`src/rtl/mem_wb_commit.sv`:
```
// Memory / write-back stage: takes one executed instruction per handshake, performs its
// LW/SW over a req/ack port with a bounded wait, then commits the RF write and next PC.
module mem_wb_commit #(
  parameter logic [3:0]  OP_LW   = 4'b1000,
  parameter logic [3:0]  OP_SW   = 4'b1001,
  parameter logic [3:0]  OP_JAL  = 4'b1101,
  parameter logic [3:0]  OP_HLT  = 4'b1111,
  parameter int unsigned TIMEOUT = 16
) (
  input  logic        clk,
  input  logic        rst_n,
  input  logic        in_valid,
  output logic        in_ready,
  input  logic [15:0] instr,
  input  logic [15:0] pc,
  input  logic [15:0] dst,
  input  logic [15:0] sdata,
  input  logic [15:0] alt_pc,
  input  logic        br_ctrl,
  output logic        mem_re,
  output logic        mem_we,
  output logic [15:0] mem_addr,
  output logic [15:0] mem_wdata,
  input  logic [15:0] mem_rdata,
  input  logic        mem_ack,
  output logic        rf_we,
  output logic [3:0]  rf_waddr,
  output logic [15:0] rf_wdata,
  output logic        pc_we,
  output logic [15:0] pc_next,
  output logic        stall,
  output logic        halted,
  output logic        mem_err
);

  localparam int unsigned CW       = (TIMEOUT > 1) ? $clog2(TIMEOUT) : 1;
  localparam logic [3:0]  OP_BR_A  = 4'b1100;
  localparam logic [3:0]  OP_BR_B  = 4'b1110;

  typedef enum logic [1:0] {S_IDLE, S_MEM, S_COMMIT, S_HALT} state_e;

  state_e         state_q, state_d;
  logic [3:0]     op_q, op_d, rd_q, rd_d;
  logic [15:0]    pcl_q, pcl_d, alt_q, alt_d;
  logic           br_q, br_d;
  logic [CW-1:0]  wait_q, wait_d;

  logic           in_ready_q, in_ready_d, stall_q, stall_d;
  logic           mem_re_q, mem_re_d, mem_we_q, mem_we_d;
  logic [15:0]    mem_addr_q, mem_addr_d, mem_wdata_q, mem_wdata_d;
  logic           rf_we_q, rf_we_d, pc_we_q, pc_we_d;
  logic [3:0]     rf_waddr_q, rf_waddr_d;
  logic [15:0]    rf_wdata_q, rf_wdata_d, pc_next_q, pc_next_d;
  logic           halted_q, halted_d, mem_err_q, mem_err_d;

  // Low instruction bits carry no meaning for this stage.
  logic           unused_instr_bits;
  assign unused_instr_bits = ^instr[7:0];

  // Commit source: live inputs when committing straight from IDLE, latched copy after MEM.
  logic [3:0]  src_op, src_rd;
  logic [15:0] src_pc, src_alt;
  logic        src_br;

  always_comb begin
    if (state_q == S_IDLE) begin
      src_op  = instr[15:12];
      src_rd  = instr[11:8];
      src_pc  = pc;
      src_alt = alt_pc;
      src_br  = br_ctrl;
    end else begin
      src_op  = op_q;
      src_rd  = rd_q;
      src_pc  = pcl_q;
      src_alt = alt_q;
      src_br  = br_q;
    end
  end

  logic        is_lw, is_sw, is_jal, is_hlt, is_br, c_rf_we;
  logic [15:0] pc_inc, load_data, c_wdata, c_pc_next;
  logic [3:0]  c_waddr;

  assign is_lw     = (src_op == OP_LW);
  assign is_sw     = (src_op == OP_SW);
  assign is_jal    = (src_op == OP_JAL);
  assign is_hlt    = (src_op == OP_HLT);
  assign is_br     = (src_op == OP_BR_A) || (src_op == OP_BR_B);
  assign pc_inc    = src_pc + 16'd1;
  assign load_data = mem_ack ? mem_rdata : 16'h0000;
  assign c_waddr   = is_jal ? 4'hF : src_rd;
  assign c_wdata   = is_lw ? load_data : (is_jal ? pc_inc : dst);
  assign c_rf_we   = !is_sw && !is_br && !is_hlt && (c_waddr != 4'h0);
  assign c_pc_next = src_br ? src_alt : pc_inc;

  always_comb begin
    logic load_commit;
    // NOTE: every signal gets a default here so no path through the case infers a latch.
    load_commit = 1'b0;
    state_d     = state_q;
    op_d        = op_q;
    rd_d        = rd_q;
    pcl_d       = pcl_q;
    alt_d       = alt_q;
    br_d        = br_q;
    wait_d      = wait_q;
    in_ready_d  = 1'b0;
    mem_re_d    = 1'b0;
    mem_we_d    = 1'b0;
    mem_addr_d  = mem_addr_q;
    mem_wdata_d = mem_wdata_q;
    rf_we_d     = 1'b0;
    pc_we_d     = 1'b0;
    rf_waddr_d  = rf_waddr_q;
    rf_wdata_d  = rf_wdata_q;
    pc_next_d   = pc_next_q;
    halted_d    = halted_q;
    mem_err_d   = mem_err_q;

    unique case (state_q)
      S_IDLE: begin
        if (in_valid && in_ready_q) begin
          op_d  = instr[15:12];
          rd_d  = instr[11:8];
          pcl_d = pc;
          alt_d = alt_pc;
          br_d  = br_ctrl;
          if (is_lw || is_sw) begin
            state_d     = S_MEM;
            mem_re_d    = is_lw;
            mem_we_d    = is_sw;
            mem_addr_d  = dst;
            mem_wdata_d = sdata;
            wait_d      = '0;
          end else begin
            state_d     = S_COMMIT;
            load_commit = 1'b1;
          end
        end else begin
          in_ready_d = 1'b1;
        end
      end
      S_MEM: begin
        // A late ack on the final allowed cycle still completes the access cleanly.
        if (mem_ack) begin
          state_d     = S_COMMIT;
          load_commit = 1'b1;
        end else if (wait_q == CW'(TIMEOUT - 1)) begin
          state_d     = S_COMMIT;
          load_commit = 1'b1;
          mem_err_d   = 1'b1;
        end else begin
          mem_re_d = mem_re_q;
          mem_we_d = mem_we_q;
          wait_d   = wait_q + 1'b1;
        end
      end
      S_COMMIT: begin
        if (halted_q) begin
          state_d = S_HALT;
        end else begin
          state_d    = S_IDLE;
          in_ready_d = 1'b1;
        end
      end
      default: state_d = S_HALT;
    endcase

    if (load_commit) begin
      rf_we_d    = c_rf_we;
      pc_we_d    = !is_hlt;
      rf_waddr_d = c_waddr;
      rf_wdata_d = c_wdata;
      pc_next_d  = c_pc_next;
      halted_d   = halted_q || is_hlt;
    end

    stall_d = !in_ready_d && !halted_d;
  end

  always_ff @(posedge clk or negedge rst_n) begin
    if (!rst_n) begin
      state_q     <= S_IDLE;
      op_q        <= '0;
      rd_q        <= '0;
      pcl_q       <= '0;
      alt_q       <= '0;
      br_q        <= 1'b0;
      wait_q      <= '0;
      in_ready_q  <= 1'b1;
      stall_q     <= 1'b0;
      mem_re_q    <= 1'b0;
      mem_we_q    <= 1'b0;
      mem_addr_q  <= '0;
      mem_wdata_q <= '0;
      rf_we_q     <= 1'b0;
      pc_we_q     <= 1'b0;
      rf_waddr_q  <= '0;
      rf_wdata_q  <= '0;
      pc_next_q   <= '0;
      halted_q    <= 1'b0;
      mem_err_q   <= 1'b0;
    end else begin
      // NOTE: non-blocking so every register samples the pre-edge values of the others.
      state_q     <= state_d;
      op_q        <= op_d;
      rd_q        <= rd_d;
      pcl_q       <= pcl_d;
      alt_q       <= alt_d;
      br_q        <= br_d;
      wait_q      <= wait_d;
      in_ready_q  <= in_ready_d;
      stall_q     <= stall_d;
      mem_re_q    <= mem_re_d;
      mem_we_q    <= mem_we_d;
      mem_addr_q  <= mem_addr_d;
      mem_wdata_q <= mem_wdata_d;
      rf_we_q     <= rf_we_d;
      pc_we_q     <= pc_we_d;
      rf_waddr_q  <= rf_waddr_d;
      rf_wdata_q  <= rf_wdata_d;
      pc_next_q   <= pc_next_d;
      halted_q    <= halted_d;
      mem_err_q   <= mem_err_d;
    end
  end

  assign in_ready  = in_ready_q;
  assign stall     = stall_q;
  assign mem_re    = mem_re_q;
  assign mem_we    = mem_we_q;
  assign mem_addr  = mem_addr_q;
  assign mem_wdata = mem_wdata_q;
  assign rf_we     = rf_we_q;
  assign pc_we     = pc_we_q;
  assign rf_waddr  = rf_waddr_q;
  assign rf_wdata  = rf_wdata_q;
  assign pc_next   = pc_next_q;
  assign halted    = halted_q;
  assign mem_err   = mem_err_q;

endmodule

```
`config.mk`:
```
export PLATFORM = sky130hd
export DESIGN_NAME = mem_wb_commit
export DESIGN_NICKNAME = d
export VERILOG_FILES = /design/src/rtl/mem_wb_commit.sv
export SDC_FILE = /design/constraint.sdc
export NUM_CORES = 1
export LEC_CHECK = 0
export CORE_MARGIN = 3
export CORE_UTILIZATION = 48
export DETAILED_ROUTE_END_ITERATION = 8
export PLACE_DENSITY = 0.8
export SYNTH_ARGS = -nofsm -noshare
export SYNTH_HDL_FRONTEND = slang
export SYNTH_SLANG_ARGS = --single-unit
```
`constraint.sdc`:
```
create_clock -name clk -period 3.25 [get_ports clk]
set_input_delay 0.65 -clock clk [delete_from_list [all_inputs] [get_ports clk]]
set_output_delay 0.65 -clock clk [all_outputs]
set_load 0.005 [all_outputs]
```
==> reports/results.txt <==
Die H - 120 µm
crit path capture type - register
predominant post-synthesis flop cell - dfrtp_1
Post-Syn Nets - 677
first-iteration detailed-routing DRC count - 427
Crit Reg-Reg Startpoint - state_q[0]
Num CTS Buffers - 17
DR pass1 iterations - 5
Post-Synthesis Cells - 574
area delta synth->final - 38.4%
Top-Level Pins - 177
DR vias - 5305
crit path DAT - 3.15 ns
run status - finished clean
post-synthesis mux area share - 16.2%
Register Area - 3080 µm²
Setup crit start kind - register
setup repair bufs after CTS - 0
CTS Sinks - 123
GP Congestion - 0.893
share of layout cells above drive strength 1 - 17.4%
row count - 41
Post-synth ARST share - 100%
minimum clock period - 2.90 ns
crit path kind - reg2reg
Final setup viols - 0
post-cts resize count - 0
Final period util - 89.3%
DRC Markers - 0
Clock Skew - 0.00727 ns
max-slew violations - 0
Overall Power - 8.78 mW
PortBufs - 168
worst reg-to-reg path cell count - 7
dominant cells by area after synthesis - dfrtp_1, mux2_2, nand2_1
register area share after synthesis - 49.3%
TNS Setup - 0 ns
compound-gate portion of the synthesized area - 14.5%
hold_buf cts - 0
H-tree depth - 4
top cell type's share of synthesized area - 48.9%
Syn Area/Cell - 10.9 µm²
die area - 14400 µm²
Synth Area in XOR/XNOR - 2.10%
worst-path maximum fanout - 35
Net count, final - 844
Worst-Margin Slew - 0.940 ns
CTS Root Cell - clkbuf_16
starting density of the core - 49.3%
DP HPWL - 12.9 mm
top cell type by total area after synthesis - dfrtp_1
Ys Warns - 0
Pleak - 3.53 nW
Cell Pwr Density - 1020 nW/µm²
Req. time, crit path - 3.50 ns
CTS Buffer Depth - 2
Routed WL per cell - 19.2 µm
Antenna diodes - 0
r2r setup slk - 0.35 ns
largest net degree at the start of global routing - 89
number of synthesized flops with an enable pin - 0
Syn Std Cell Area - 6240 µm²
Synth Area in Simple Gates - 13.4%
initial antenna violation count - 0
multi-input logic area - 2920 µm²
first-pass GRT wire length - 27.9 mm
total track usage - 24.7%
Min-Delay Path Class - in2async
RSZ-0062 raised after global routing - false
CTS tree - yes
dpl cells - 894
Final Hold Fails - 0
max_cap viols - 0
Final ANT Viol Nets - 0
clock slew at reported path FFs - 0.05 ns
Achievable Freq - 0.344 GHz
routed wire length - 17.7 mm
clk_lat worst skew - 0.41 ns
Yosys reg bits - 123
Slew headroom - 37.3%
largest family of logic cells by synthesized area - multiplexers
vias in the first global route - 5448
Critical R2R Capture - pc_next[10]
Layout Cells excl Fill - 925
CORE AREA - 12700 µm²
Die Span X - 120 µm
Synth Area in Adders - 0.401%
DR vias/cell - 5.74
global route total overflow - 0
Yosys cell types - 70
worst-case vdd ir drop - 0.670 mV
fillers - 947
## placed cells by master (no fill, tap or decap), drive strengths merged, types with 5 or more instances in the layout
master         Yosys  final
o211ai            10     10
xnor2              7      7
o21ai             29     29
mux2i             20     20
dfrtp            122    122
mux2              72     72
clkbuf            14     24
a21o               7      7
a32oi              5      5
nor4b              5      5
xor2               8      8
buf               24     19
and2               5      5
a21oi             42     42
nand2             81     81
nor2              31     31
nand4bb            5      5
nand3             12     12
clkdlybuf4s50      0    167
a31oi             14     14
## registers in the layout, summed over array words and instances, names as in the netlist, 2 cells and up
register and flops:
pcl_q 16, pc_next 16, mem_addr 16, op_q 4
rf_waddr 4, state_q 2, rd_q 4, mem_wdata 16
alt_q 16, rf_wdata 16, wait_q 4
## critical path, stage by stage (launching register included)
cell and delay (ns):
dfrtp_1 0.61, or2_2 0.36, buf_4 0.48, mux2i_1 0.30, nor4b_1 0.47, xor2_1 0.11, mux2i_1 0.28, a31oi_1 0.12
## synth_stat cells (3+ instances only)
| cell | instances |
|---|---|
| dfrtp_1 | 122 |
| nand2_1 | 80 |
| mux2_2 | 61 |
| a21oi_1 | 40 |
| nor2_1 | 29 |
| o21ai_0 | 26 |
| mux2i_1 | 20 |
| clkbuf_1 | 14 |
| a31oi_1 | 13 |
| buf_2 | 13 |
| nand3_1 | 12 |
| mux2_1 | 11 |
| o211ai_1 | 8 |
| xor2_1 | 8 |
| a21o_1 | 7 |
| xnor2_1 | 7 |
| buf_6 | 6 |
| a32oi_1 | 5 |
| and2_1 | 5 |
| nand4bb_1 | 5 |
| a41oi_1 | 4 |
| nand4_1 | 4 |
| o221ai_1 | 4 |
| a211oi_1 | 3 |
| a22oi_1 | 3 |
| inv_1 | 3 |
| nor4b_1 | 3 |
| or2_1 | 3 |
| or3b_2 | 3 |
## report_power, final
| part | internal, mW | switching [mW] | leakage (nW) | total (mW) |
|---|---|---|---|---|
| Combinational | 2.14 | 1.98 | 1.78 | 4.12 |
| Sequential | 2.31 | 0.521 | 1.47 | 2.83 |
| Clock | 1.18 | 0.650 | 0.276 | 1.83 |
| Total | 5.63 | 3.16 | 3.53 | 8.78 |
## metrics by stage
step	instance area [µm²]	util (%)	hold slack, ns	setup slack (ns)
2_1_floorplan	6240	-	0.354	0.621
3_3_place_gp	8070	63.7	0.457	0.198
3_5_place_dp	8070	63.7	0.456	0.0695
4_1_cts	8640	68.2	0.196	0.423
5_1_grt	8640	68.2	0.208	0.137
6_report	8640	68.2	0.190	0.346
## cells by family after synthesis
kind of cell    after synthesis
simple gates                166
compound gates              135
flops                       123
mux                          92
buf+inv                      41
xor+xnor                     15
fa+ha+maj                     2
## routing by layer
layer | up-vias | global-route usage (%) | share of wire (%) | routed length [µm]
met2 | 200 | 40.5 | 50 | 8840
met1 | 2636 | 31.5 | 41 | 7220
met5 | - | 0 | 0 | 0
li1 | 2429 | - | - | -
met3 | 40 | 6.17 | 6.8 | 1200
met4 | 0 | 9.88 | 2.6 | 461
## how the worst max path moves through the flow
stage	from	endpoint	slack [ns]
after floorplan	state_q[1]	rf_wdata[10]	0.62
after global placement	pc[0]	pc_next[10]	0.20
final	state_q[0]	pc_next[10]	0.35
after global routing	state_q[0]	pc_next[10]	0.14
after CTS	state_q[0]	pc_next[10]	0.42
after detailed placement	pc[0]	pc_next[10]	0.07
## area by class of cell
type / instances / area share, %
sequential: 123 / 35.6
timing repair buffer: 186 / 21.3
inverter: 3 / 0.130
tap: 172 / 2.49
clock inverter: 7 / 1.04
clock buffer: 24 / 5.57
multi-input combinational: 410 / 33.8
Power figures use the tool's default switching activity.
